[src/rtl/muldiv_pkg.sv]
// muldiv_pkg: op encodings, FSM states and op-decode helpers shared by the multiply/divide unit
package muldiv_pkg;
  localparam logic [1:0] OP_MULT  = 2'b00;
  localparam logic [1:0] OP_MULTU = 2'b01;
  localparam logic [1:0] OP_DIV   = 2'b10;
  localparam logic [1:0] OP_DIVU  = 2'b11;
  typedef enum logic [1:0] {S_IDLE, S_CALC, S_FIX, S_DONE} state_t;
  function automatic logic is_div_op(input logic [1:0] op);
    return op[1];
  endfunction
  function automatic logic is_signed_op(input logic [1:0] op);
    return !op[0];
  endfunction
endpackage

[src/rtl/muldiv_if.sv]
// muldiv_if: start/busy/done request bus between control unit (master) and muldiv_seq (slave)
interface muldiv_if #(parameter int WIDTH = 32);
  logic             start;
  logic [1:0]       op;
  logic [WIDTH-1:0] a;
  logic [WIDTH-1:0] b;
  logic             busy;
  logic             done;
  logic             div_zero;
  logic [WIDTH-1:0] hi;
  logic [WIDTH-1:0] lo;
  modport master(output start, op, a, b, input busy, done, div_zero, hi, lo);
  modport slave(input start, op, a, b, output busy, done, div_zero, hi, lo);
endinterface

[src/rtl/muldiv_sign_fix.sv]
// muldiv_sign_fix: conditional two's-complement negate for operand magnitudes and result signs
module muldiv_sign_fix #(parameter int W = 32) (
  input  logic         neg_i,
  input  logic [W-1:0] val_i,
  output logic [W-1:0] val_o
);
  assign val_o = neg_i ? -val_i : val_i;
endmodule

[src/rtl/muldiv_seq.sv]
// muldiv_seq: multi-cycle signed/unsigned multiply and divide; MULDIV_EARLY_OUT_EN enables multiply early exit
module muldiv_seq import muldiv_pkg::*; #(parameter int WIDTH = 32) (
  input logic     clk,
  input logic     reset,
  muldiv_if.slave bus
);
  localparam int CW = $clog2(WIDTH + 1);
  state_t             state_q;
  logic [1:0]         op_q;
  logic [CW-1:0]      cnt_q;
  logic [2*WIDTH-1:0] acc_q, x_q, acc_d, x_d, prod_fix;
  logic [WIDTH-1:0]   y_q, y_d, hi_q, lo_q, a_mag, b_mag, quo_fix, rem_fix;
  logic [WIDTH:0]     trial;
  logic               neg_q, rneg_q, busy_q, done_q, dz_q, sa, sb, ge, last, early;
  assign sa = is_signed_op(bus.op) & bus.a[WIDTH-1];
  assign sb = is_signed_op(bus.op) & bus.b[WIDTH-1];
  muldiv_sign_fix #(.W(WIDTH))   u_amag (.neg_i(sa),     .val_i(bus.a),            .val_o(a_mag));
  muldiv_sign_fix #(.W(WIDTH))   u_bmag (.neg_i(sb),     .val_i(bus.b),            .val_o(b_mag));
  muldiv_sign_fix #(.W(2*WIDTH)) u_prod (.neg_i(neg_q),  .val_i(acc_q),            .val_o(prod_fix));
  muldiv_sign_fix #(.W(WIDTH))   u_quo  (.neg_i(neg_q),  .val_i(y_q),              .val_o(quo_fix));
  muldiv_sign_fix #(.W(WIDTH))   u_rem  (.neg_i(rneg_q), .val_i(acc_q[WIDTH-1:0]), .val_o(rem_fix));
  // One CALC step: multiply adds the shifted multiplicand per multiplier LSB; divide does one restoring subtract
  always_comb begin
    trial = {acc_q[WIDTH-1:0], y_q[WIDTH-1]};
    ge    = trial >= {1'b0, x_q[WIDTH-1:0]};
    acc_d = is_div_op(op_q) ? {{WIDTH{1'b0}}, ge ? WIDTH'(trial - {1'b0, x_q[WIDTH-1:0]}) : trial[WIDTH-1:0]}
                            : acc_q + (y_q[0] ? x_q : '0);
    x_d   = is_div_op(op_q) ? x_q : x_q << 1;
    y_d   = is_div_op(op_q) ? {y_q[WIDTH-2:0], ge} : y_q >> 1;
  end
  assign last = cnt_q == CW'(WIDTH - 1);
`ifdef MULDIV_EARLY_OUT_EN
  assign early = !is_div_op(op_q) && y_d == '0;
`else
  assign early = 1'b0;
`endif
  // Control FSM; start is taken in DONE as in IDLE so operations can run back to back
  always_ff @(posedge clk) begin
    if (reset) begin
      state_q <= S_IDLE;
      op_q    <= OP_MULT;
      cnt_q   <= '0;
      acc_q   <= '0;
      x_q     <= '0;
      y_q     <= '0;
      neg_q   <= 1'b0;
      rneg_q  <= 1'b0;
      busy_q  <= 1'b0;
      done_q  <= 1'b0;
      dz_q    <= 1'b0;
      hi_q    <= '0;
      lo_q    <= '0;
    end else begin
      case (state_q)
        S_IDLE, S_DONE: begin
          state_q <= S_IDLE;
          done_q  <= 1'b0;
          dz_q    <= 1'b0;
          if (bus.start) begin
            op_q   <= bus.op;
            cnt_q  <= '0;
            acc_q  <= '0;
            x_q    <= {{WIDTH{1'b0}}, is_div_op(bus.op) ? b_mag : a_mag};
            y_q    <= is_div_op(bus.op) ? a_mag : b_mag;
            neg_q  <= sa ^ sb;
            rneg_q <= sa;
            if (is_div_op(bus.op) && bus.b == '0) begin
              state_q <= S_DONE;
              done_q  <= 1'b1;
              dz_q    <= 1'b1;
            end else begin
              state_q <= S_CALC;
              busy_q  <= 1'b1;
            end
          end
        end
        S_CALC: begin
          acc_q <= acc_d;
          x_q   <= x_d;
          y_q   <= y_d;
          cnt_q <= cnt_q + CW'(1);
          if (last || early) state_q <= S_FIX;
        end
        S_FIX: begin
          state_q      <= S_DONE;
          busy_q       <= 1'b0;
          done_q       <= 1'b1;
          {hi_q, lo_q} <= is_div_op(op_q) ? {rem_fix, quo_fix} : prod_fix;
        end
      endcase
    end
  end
  assign bus.busy     = busy_q;
  assign bus.done     = done_q;
  assign bus.div_zero = dz_q;
  assign bus.hi       = hi_q;
  assign bus.lo       = lo_q;
endmodule
[src/flat_wrapper.sv]
// flat-port wrapper written by rule: the top's interface ports become plain ports
module muldiv_seq_flat import muldiv_pkg::*;
#(parameter int WIDTH = 32)
  (clk, reset, bus_start, bus_op, bus_a, bus_b, bus_busy, bus_done, bus_div_zero, bus_hi, bus_lo);
  muldiv_if #(.WIDTH(WIDTH)) bus_i ();
  input logic clk;
  input logic reset;
  input wire logic [$bits(bus_i.start)-1:0] bus_start;
  input wire logic [$bits(bus_i.op)-1:0] bus_op;
  input wire logic [$bits(bus_i.a)-1:0] bus_a;
  input wire logic [$bits(bus_i.b)-1:0] bus_b;
  output wire logic [$bits(bus_i.busy)-1:0] bus_busy;
  output wire logic [$bits(bus_i.done)-1:0] bus_done;
  output wire logic [$bits(bus_i.div_zero)-1:0] bus_div_zero;
  output wire logic [$bits(bus_i.hi)-1:0] bus_hi;
  output wire logic [$bits(bus_i.lo)-1:0] bus_lo;
  assign bus_i.start = bus_start;
  assign bus_i.op = bus_op;
  assign bus_i.a = bus_a;
  assign bus_i.b = bus_b;
  assign bus_busy = bus_i.busy;
  assign bus_done = bus_i.done;
  assign bus_div_zero = bus_i.div_zero;
  assign bus_hi = bus_i.hi;
  assign bus_lo = bus_i.lo;
  muldiv_seq #(.WIDTH(WIDTH)) u_core (.clk(clk), .reset(reset), .bus(bus_i));
endmodule
[config.mk]
export PLATFORM = sky130hd
export DESIGN_NAME = muldiv_seq_flat
export DESIGN_NICKNAME = d
export VERILOG_FILES = /design/src/rtl/muldiv_pkg.sv /design/src/rtl/muldiv_if.sv /design/src/rtl/muldiv_sign_fix.sv /design/src/rtl/muldiv_seq.sv /design/src/flat_wrapper.sv
export SDC_FILE = /design/constraint.sdc
export NUM_CORES = 1
export LEC_CHECK = 0
export BUFFER_PORTS_ARGS = -buffer_cell sky130_fd_sc_hd__buf_2
export CORE_ASPECT_RATIO = 1.25
export CORE_MARGIN = 1
export CORE_UTILIZATION = 40
export CTS_BUF_LIST = sky130_fd_sc_hd__clkbuf_16
export CTS_CLUSTER_SIZE = 16
export DETAILED_ROUTE_END_ITERATION = 10
export HOLD_SLACK_MARGIN = 0.02
export PLACE_DENSITY_LB_ADDON = 0.12
export SLEW_MARGIN = 20
export SYNTH_ARGS = -nofsm -noshare
export SYNTH_HDL_FRONTEND = slang
export SYNTH_HIERARCHICAL = 1
export SYNTH_SLANG_ARGS = --single-unit
[constraint.sdc]
create_clock -name clk -period 4.5 [get_ports clk]
set_input_delay 0.225 -clock clk [delete_from_list [all_inputs] [get_ports clk]]
set_output_delay 0.225 -clock clk [all_outputs]
set_load 0.02 [all_outputs]
After elaboration in Yosys (flattened, before gate mapping)
Index checks and enable logic that the tools add are counted.
Cells by class
  $add $sub $neg: 8
  magnitude comparators: 1
  eq/ne operators: 8
  multiplexer cells: 31
  bitwise operators: 3
  reductions and logical operators: 11
Operators with widths (count)
  $mux 64: 7
  $mux 32: 9
  $pmux 64 s2: 2
  $neg 32->32: 4
  $add 64x64->64: 1
  $neg 64->64: 1
  $pmux 32 s2: 1
  $ge 33x32->1: 1
  $logic_not 32->1: 1
  $sub 32x32->32: 1
  $pmux 6 s2: 1
  $add 6x1->6 const B: 1
  $eq 6x5->1 const B: 1
  $mux 2: 3
  $mux 6: 1
  $ne 2x2->1 const B: 3
  $pmux 2 s3: 1
  $reduce_and 3->1: 2
  $eq 2x2->1 const B: 2
  $mux 1: 4
  $pmux 1 s2: 2
  $reduce_and 2->1: 2
  $reduce_bool 2->1: 2
  $and 1x1->1: 2
  other kinds (7): 7
Storage, ports and cells
  bits in registers: 239
  bits of input ports: 69
  output and inout bits: 67
  word-level logic and storage cells: 75

Logic depth before layout (Yosys ltp)
Gate-level depths: netlist of run 1.
  depth after elaboration: 6
  depth in mapped cells: 17
  gate-level depth less buffers: 15

Hierarchy
Netlist of run 1, hierarchy kept.
Modules (own cells, without submodules)
  muldiv_seq: times used 1, cells an instance 2118, area an instance 16648.5 µm², sequential area each 4764.6 µm²
  muldiv_sign_fix at u_core.u_amag ...: times used 3, cells an instance 108, area an instance 767.0 µm², sequential area each 0.0 µm²
  muldiv_sign_fix at u_core.u_prod: times used 1, cells an instance 198, area an instance 1453.9 µm², sequential area each 0.0 µm²
  muldiv_sign_fix at u_core.u_rem: times used 1, cells an instance 99, area an instance 777.0 µm², sequential area each 0.0 µm²

Least setup slack after synthesis of run 1
Ideal clock, no wire load.
  kind: reg2reg
  start point: reg u_core.y_q[0]
  end point: reg u_core.acc_q[62]
  library setup time: 0.115 ns
  arrival time: 3.525 ns
  slack: 0.860 ns
  cell stages (with the launch flop): 18
  path buffers: 2
  clock period less this slack: 3.640 ns
  cell sequence: dfxtp_1 -> clkbuf_1 -> clkbuf_1 -> and2_1 -> ha_1 -> inv_1 -> fa_1 -> nand2b_1 -> a21oi_1 -> o21bai_1 -> a21oi_1 -> o21ai_1 -> a31oi_1 -> a21oi_1 -> o31ai_1 -> a221oi_1 -> mux2_2 -> nand2_1
On the way
  longest elaborated chain between the ends: 4
Ends and longest elaborated chain
  from (decl): line muldiv_seq.sv:12  | logic [WIDTH-1:0] y_q, y_d, hi_q, lo_q, a_mag, b_mag, quo_fix, rem_fix;
  from (signal assigned): line muldiv_seq.sv:64  | y_q <= is_div_op(bus.op) ? a_mag : b_mag;
  from (signal assigned): line muldiv_seq.sv:80  | y_q <= y_d;
  $mux 64: line muldiv_seq.sv:27  | : acc_q + (y_q[0] ? x_q : '0);
  $add 64x64->64: line muldiv_seq.sv:27
  $mux 64: line muldiv_seq.sv:26  | acc_d = is_div_op(op_q) ? {{WIDTH{1'b0}}, ge ? WIDTH'(trial - {1'b0, x_q[WIDTH-1:0]}) : trial[WIDTH-1:0]}
  $pmux 64 s2: line muldiv_seq.sv:54  | case (state_q)
  to (signal assigned): line muldiv_seq.sv:43  | acc_q <= '0;
  to (signal assigned): line muldiv_seq.sv:62  | acc_q <= '0;
  to (signal assigned): line muldiv_seq.sv:78  | acc_q <= acc_d;
  to (decl): line muldiv_seq.sv:11  | logic [2*WIDTH-1:0] acc_q, x_q, acc_d, x_d, prod_fix;
No other way between the ends.
A chain may end at the register's enable or synchronous reset.

Worst setup path in the final report of run 1
Same ends and word-level chain as after synthesis.

==> summary.md, run 1 <==
| Metric | Value |
|---|---|
| Outcome | `finished, final reports clean` |
| Reg2Reg Depth | `15` |
| Worst setup startpoint | `u_core/y_q[0]$_SDFFE_PP0P_` |
| Ys async rst share | `0%` |
| Most frequent cells in the layout | `254 x nor2_1, 234 x dfxtp_1, 231 x xnor2_1` |
| Max-slew violation count | `0` |
| Clk_lat worst skew | `600 ps` |
| CTS Buf Count | `28` |
| Unique cell type count in the Yosys netlist | `90` |
| Mean cell area of the mapped netlist | `7.73 um2` |
| First drt pass iteration count | `5` |
| Tmin final | `4000 ps` |
| Top cell family by delay on the critical path | `compound AO/OA/AOI/OAI gates` |
| Post-CTS sizing | `0` |
| Critical Path Stages | `15` |
| Commonest non-fill, non-tap cell in the layout | `nor2_1` |
| Post-CTS Setup Bufs | `0` |
| Detailed Route Iter0 Violations | `1698` |
| CTS root buffer | `clkbuf_16` |
| Worst-path maximum fanout | `63` |
| Initial core utilization | `40.8%` |
| Multi-input logic area | `15400 um2` |
| RR Endpoint | `u_core/acc_q[62]$_SDFFE_PP0P_` |
| Worst Path Arrival | `4550 ps` |
| Post-cts hold buffer count | `1` |
| DP HPWL | `59.6 mm` |
| Drt total wl | `78.2 mm` |
| Max IR drop VDD | `0.535 mV` |
| Vias per inst | `6.04` |
| Top sig layer | `met4` |
| Core footprint | `51900 um2` |
| Area Growth Syn to Fin | `11.0%` |
| Deepest clock path buffer count | `3` |
| Fill count | `5319` |
| Critical-path top delay cell | `a21oi_1` |
| Max Cap Viol | `0` |
| Leakage | `9.17 nW` |
| Vias in the first global route | `20000` |
| Largest stage delay, worst path | `490 ps` |
| Clk_skew | `33.8 ps` |
| Hold path depth | `4` |
| GR Overflow Total | `0` |
| Hold crit path type | `input pin to flip-flop` |
| CP required | `5050 ps` |
| Final-stage net count | `2959` |
| CP Capture Type | `flip-flop` |
| Boundary Pins | `136` |
| Post-route DRC | `0` |
| Syn nets | `2914` |
| Final Setup Violations | `0` |
| DIE AREA | `53900 um2` |
| # clock sinks | `238` |
| Ys flop type | `dfxtp_1` |
| Power per cell area | `464 nW/um2` |
| Critical R2R Launch | `u_core/y_q[0]$_SDFFE_PP0P_` |
| Seq/Total Area, Yosys | `22.5%` |
| Die Ht | `259 um` |
| Total power | `10.9 mW` |
| Period utilisation layout | `88.9%` |
| CTS tree | `built` |
| Critical path, cell by cell | `buf_12 -> and2_1 -> ha_1 -> a21oi_2 -> nand2_1 -> a21oi_1 -> o21ai_0 -> o21ai_1 -> a31oi_1 -> a21oi_1 -> o31ai_1 -> buf_4 -> a221oi_1 -> mux2_2 -> nand2_1` |
| Yosys reg bits | `238` |
| GR Util All Layers | `28.1%` |
| Synth warnings | `6` |
| Largest net degree at the start of global routing | `108` |
| Site Rows | `93` |
| Via count | `21000` |
| GPL Wtd Cong | `0.947` |
| Post-Synthesis Cell Area | `21200 um2` |
| Wire length per cell | `22.5 um` |
| R2r setup slk | `500 ps` |
| WP buf/inv | `2` |
| Port-buffer cells | `135` |
| Startpoint types | `flip-flop` |
| First-pass GRT wire length | `119 mm` |
| H-tree depth | `1` |
| Worst-path clk slew | `70 ps` |
| Worst-Margin Slew | `1090 ps` |
| Max Freq | `250 MHz` |
| Cells after Synth | `2739` |
| Classification of the worst setup path | `flip-flop to flip-flop` |
| Layout cells sized above 1 | `11.3%` |
| Metal-1 WL | `32.4 mm` |
| Hold path endpoint | `u_core/neg_q$_SDFFE_PP0P_` |
| HP Start | `bus_op[0]` |
| Chip width | `208 um` |
| DR WL met2 | `37.9 mm` |
| EDFF count, synth | `0` |
| Post-route antenna net violation count | `0` |
| Final Hold Viols | `0` |
| RSZ-0062 raised after global routing | `false` |
| Register area | `4770 um2` |
| Fin Setup TNS | `0 ps` |
| Initial antenna violation count | `1` |
| Rel. slew slack | `27.1%` |
| DR WL met3 | `3.62 mm` |
[worst register-to-register path: stages, from the launching register on]
cell and delay (ps):
dfxtp_2 440, buf_12 250, and2_1 200, ha_1 300, a21oi_2 170, nand2_1 100, a21oi_1 230, o21ai_0 170
o21ai_1 280, a31oi_1 180, a21oi_1 490, o31ai_1 150, buf_4 160, a221oi_1 400, mux2_2 380, nand2_1 50
[sequential cells by signal, summed over array words and instances, names as in the netlist]
name,flops
u_core/bus.lo,32
u_core/bus.busy,1
u_core/y_q,32
u_core/rneg_q,1
u_core/neg_q,1
u_core/cnt_q,6
u_core/op_q,1
u_core/bus.div_zero,1
u_core/x_q,64
u_core/acc_q,64
u_core/bus.done,1
u_core/state_q,2
u_core/bus.hi,32
[cells by family (layout without fill, tap and decap cells)]
family	Yosys count	count (layout)	synth area share, %
flip-flops	238	238	22.5
AND/OR/NAND/NOR	857	857	20.8
multiplexers	118	118	5.59
AO/OA/AOI/OAI	888	888	28.8
XOR/XNOR	266	266	11.0
other	0	1	0
buffers and inverters	266	333	4.97
adder cells (fa/ha/maj)	106	106	6.33
[through the flow]
| stage | instances | cell area [um2] | util (%) | hold WS, ps | worst slack (ps) |
|---|---|---|---|---|---|
| after global placement | 3418 | 22500 | 43.4 | 455 | 621 |
| final | 3472 | 23500 | 45.3 | 44.1 | 497 |
| after detailed placement | 3418 | 22500 | 43.4 | 462 | 528 |
| after CTS | 3471 | 23500 | 45.3 | 21.4 | 492 |
| after global routing | 3471 | 23500 | 45.3 | 58.9 | 168 |
| after floorplan | 2739 | 21200 | - | 389 | 860 |
[per-layer routing]
layer	up-vias	GRT usage (%)
met5	-	0
met4	0	14.7
met3	123	2.23
met2	671	49.9
met1	9966	33.8
li1	10200	-
[synth_stat cells (23+ instances only)]
master / instances / area (um2)
or4_1: 23 / 173
nand2_1: 187 / 702
xor2_1: 35 / 307
a22oi_1: 47 / 353
a21o_1: 50 / 375
ha_1: 104 / 1300
a21oi_1: 185 / 926
o41ai_1: 48 / 420
nand4_1: 40 / 250
o31ai_1: 64 / 480
o21ai_0: 156 / 781
nor2_1: 256 / 961
a211oi_1: 195 / 1460
xnor2_1: 231 / 2020
nor2b_1: 75 / 469
clkbuf_1: 155 / 582
nand3_1: 29 / 145
nand2b_1: 27 / 169
nor3_1: 33 / 165
inv_1: 82 / 308
dfxtp_1: 238 / 4760
mux2i_1: 116 / 1160
nor4_1: 30 / 188
and2_1: 68 / 425
[power breakdown]
part           internal, mW  switching, mW
Sequential             2.53          0.497
Combinational          1.92           3.57
Clock                  1.38           1.03
Total                  5.83           5.09
[worst max-delay path by stage]
| stage | slack [ps] | end |
|---|---|---|
| final | 500 | u_core/acc_q[62]$_SDFFE_PP0P_ |
| after global routing | 170 | u_core/acc_q[62]$_SDFFE_PP0P_ |
| after CTS | 490 | u_core/acc_q[62]$_SDFFE_PP0P_ |
| after detailed placement | 530 | u_core/acc_q[62]$_SDFFE_PP0P_ |
| after global placement | 620 | u_core/acc_q[62]$_SDFFE_PP0P_ |
| after floorplan | 860 | u_core/acc_q[62]$_SDFFE_PP0P_ |
[area by class of cell]
| class | count | area share, % |
|---|---|---|
| Inverter | 82 | 1.31 |
| Clock buffer | 28 | 2.98 |
| Clock inverter | 24 | 1.13 |
| Timing Repair Buffer | 199 | 5.18 |
| Antenna cell | 1 | 0.0106 |
| Sequential cell | 238 | 20.3 |
| Tap cell | 665 | 3.54 |
| Multi-Input combinational cell | 2235 | 65.6 |
Note: power is estimated with default switching activity, not from simulation.
==> run 2: changes to the inputs <==
Settings changed: CAP_MARGIN set to 5, SETUP_SLACK_MARGIN set to 0.5.
==> run 2 against run 1 <==
Sequential cell count is the same. Count of clock-buffer cells in the layout stayed put. Die area unchanged. Worst setup slack better by 180 ps. Global-route usage about the same. Sequential share of layout area about the same. Critical path depth decreased by 1. Critical path type unchanged. Largest cell class unchanged.
==> summary.md, run 2 (synthesized netlist as in run 1, its figures left out) <==
| Metric | Value |
|---|---|
| Fill count | `5314 (-0.094%)` |
| CP Capture Type | `flip-flop` |
| Worst setup startpoint | `u_core/y_q[0]$_SDFFE_PP0P_` |
| GR Overflow Total | `0 (unchanged)` |
| H-tree depth | `1 (unchanged)` |
| CP required | `4990 ps (-60 ps)` |
| Worst-Margin Slew | `1070 ps (-22.0 ps)` |
| Wire length per cell | `22.6 um (+0.38%)` |
| Tmin final | `3820 ps (-180 ps)` |
| Register area | `4770 um2 (about the same)` |
| Critical-path top delay cell | `a221o_1` |
| Post-CTS Setup Bufs | `0 (unchanged)` |
| # clock sinks | `238 (unchanged)` |
| Initial antenna violation count | `1 (unchanged)` |
| Post-route DRC | `0 (unchanged)` |
| Vias in the first global route | `20000 (+0.035%)` |
| Drt total wl | `78.5 mm (+0.38%)` |
| Final-stage net count | `2960 (+0.034%)` |
| Commonest non-fill, non-tap cell in the layout | `nor2_1` |
| Deepest clock path buffer count | `3 (unchanged)` |
| Core footprint | `51900 um2 (unchanged)` |
| Most frequent cells in the layout | `254 x nor2_1, 234 x dfxtp_1, 231 x xnor2_1` |
| Max Freq | `262 MHz (+4.7%)` |
| Port-buffer cells | `135 (unchanged)` |
| Initial core utilization | `40.8% (unchanged)` |
| Critical Path Sink | `u_core/acc_q[61]$_SDFFE_PP0P_` |
| RR Endpoint | `u_core/acc_q[61]$_SDFFE_PP0P_` |
| CTS Buf Count | `28 (unchanged)` |
| CTS tree | `built` |
| Boundary Pins | `136 (unchanged)` |
| Post-route antenna net violation count | `0 (unchanged)` |
| Top cell family by delay on the critical path | `compound AO/OA/AOI/OAI gates` |
| Leakage | `9.18 nW (+0.14%)` |
| Period utilisation layout | `85.0% (-4.0 points)` |
| GR Util All Layers | `28.1% (about the same)` |
| Fin Setup TNS | `0 ps (unchanged)` |
| Final Hold Viols | `0 (unchanged)` |
| N_diodes | `0 (-1)` |
| Largest net degree at the start of global routing | `108 (unchanged)` |
| Largest stage delay, worst path | `430 ps (-60 ps)` |
| Layout cells sized above 1 | `11.5% (+0.21 points)` |
| Rel. slew slack | `28.5% (+1.5 points)` |
| First drt pass iteration count | `5 (unchanged)` |
| Critical path, cell by cell | `buf_12 -> and2_1 -> ha_1 -> a21o_1 -> a21o_1 -> a211oi_2 -> nand3_1 -> a31o_1 -> and4b_1 -> a221o_1 -> or4_1 -> a31oi_1 -> xor2_1 -> o21ai_1` |
| Max-slew violation count | `0 (unchanged)` |
| R2r setup slk | `680 ps (+180 ps)` |
| Multi-input logic area | `15400 um2 (+0.16%)` |
| Worst-path clk slew | `70 ps (about the same)` |
| GPL Wtd Cong | `0.947 (unchanged)` |
| Most used cell, CP | `a21o_1` |
| Critical R2R Launch | `u_core/y_q[0]$_SDFFE_PP0P_` |
| DIE AREA | `53900 um2 (unchanged)` |
| Max Cap Viol | `0 (unchanged)` |
| Worst-path maximum fanout | `32 (-49%)` |
| Hold slack | `46.2 ps (+2.13 ps)` |
| Outcome | `finished, final reports clean` |
| CTS root buffer | `clkbuf_16` |
| Area Growth Syn to Fin | `11.3%` |
| First-pass GRT wire length | `119 mm (about the same)` |
| Largest regs | `u_core/acc_q (64), u_core/x_q (64)` |
| Final Setup Violations | `0 (unchanged)` |
| Via count | `21000 (+0.014%)` |
| Worst Path Arrival | `4310 ps (-240 ps)` |
| Critical Path Stages | `14 (-1)` |
| DP HPWL | `59.6 mm (unchanged)` |
| Clk_lat worst skew | `600 ps (about the same)` |
| Reg2Reg Depth | `14 (-1)` |
| Site Rows | `93 (unchanged)` |
| Clk_skew | `28.3 ps (-5.52 ps)` |
| Chip width | `208 um (unchanged)` |
| Placed Cells incl. Taps | `3418 (unchanged)` |
| Max IR drop VDD | `0.536 mV (+0.21%)` |
| Detailed Route Iter0 Violations | `1690 (-0.47%)` |
| Classification of the worst setup path | `flip-flop to flip-flop` |
| Vias per inst | `6.04 (about the same)` |
| Final Non-Filler Cells | `3472 (unchanged)` |
| Die Ht | `259 um (unchanged)` |
| Power per cell area | `465 nW/um2 (+0.12%)` |
| Hold crit path type | `input pin to flip-flop` |
| WP buf/inv | `1 (-1)` |
| RSZ-0062 raised after global routing | `true` |
| Startpoint types | `flip-flop` |
run 2: cell count changes in the layout (fill, tap and decap cells not counted), sizes merged:
cell,previous run,this run
clkbuf,28,29
diode,1,0
run 2: layout make-up:
cell class                      instances  area share (%)
Multi-Input combinational cell       2235            65.5
Sequential cell                       238            20.3
Timing Repair Buffer                  200            5.27
Tap cell                              665            3.53
Clock buffer                           28            2.97
Inverter                               82            1.31
Clock inverter                         24            1.13
run 2: worst min-delay path by stage:
stage | cells past startpoint | start | slack, ps | endpoint
global placement | 2 | u_core/bus.div_zero$_SDFFE_PP0N_ | 460 | u_core/bus.div_zero$_SDFFE_PP0N_
finish | 4 | bus_op[0] | 50 | u_core/neg_q$_SDFFE_PP0P_
CTS | 4 | bus_op[0] | 20 | u_core/neg_q$_SDFFE_PP0P_
detailed placement | 2 | u_core/bus.div_zero$_SDFFE_PP0N_ | 460 | u_core/bus.div_zero$_SDFFE_PP0N_
floorplan | 2 | bus_start | 390 | u_core/op_q[1]$_SDFFE_PP0P_
global route | 4 | bus_op[0] | 60 | u_core/neg_q$_SDFFE_PP0P_
run 2: power by group:
group          internal (mW)  switching, mW  total, mW
Sequential              2.53          0.502       3.03
Clock                   1.38           1.04       2.42
Combinational           1.94           3.57       5.51
run 2: per-layer routing:
layer	vias up	share of wire, %	track usage [%]
met4	0	5.4	14.5
met2	636	48	50.0
met3	132	4.7	2.23
met5	-	0	0
li1	10200	-	-
met1	9994	42	33.8
run 2: repair_timing:
action / CTS / global route
endpoints found under the setup margin: 1 / 7
pin swaps: 0 / 1
gates cloned: 0 / 1
hold buffers: 1 / 0
endpoints found under the hold margin: 3 / 0
gates resized for setup: 1 / 6
run 2: tightest hold or removal path, stage by stage:
cell and delay, ps:
buf_2 150, nor3_1 80, a21oi_1 110, nor2_1 50
run 2: through the flow:
stage	total power [mW]	util [%]	worst slack (ps)	cell area, um2
finish	11.0	45.4	677	23600
detailed placement	8.50	43.4	528	22500
CTS	10.9	45.3	507	23500
global route	11.6	45.4	477	23600
global placement	8.44	43.4	621	22500
floorplan	6.76	-	860	21200
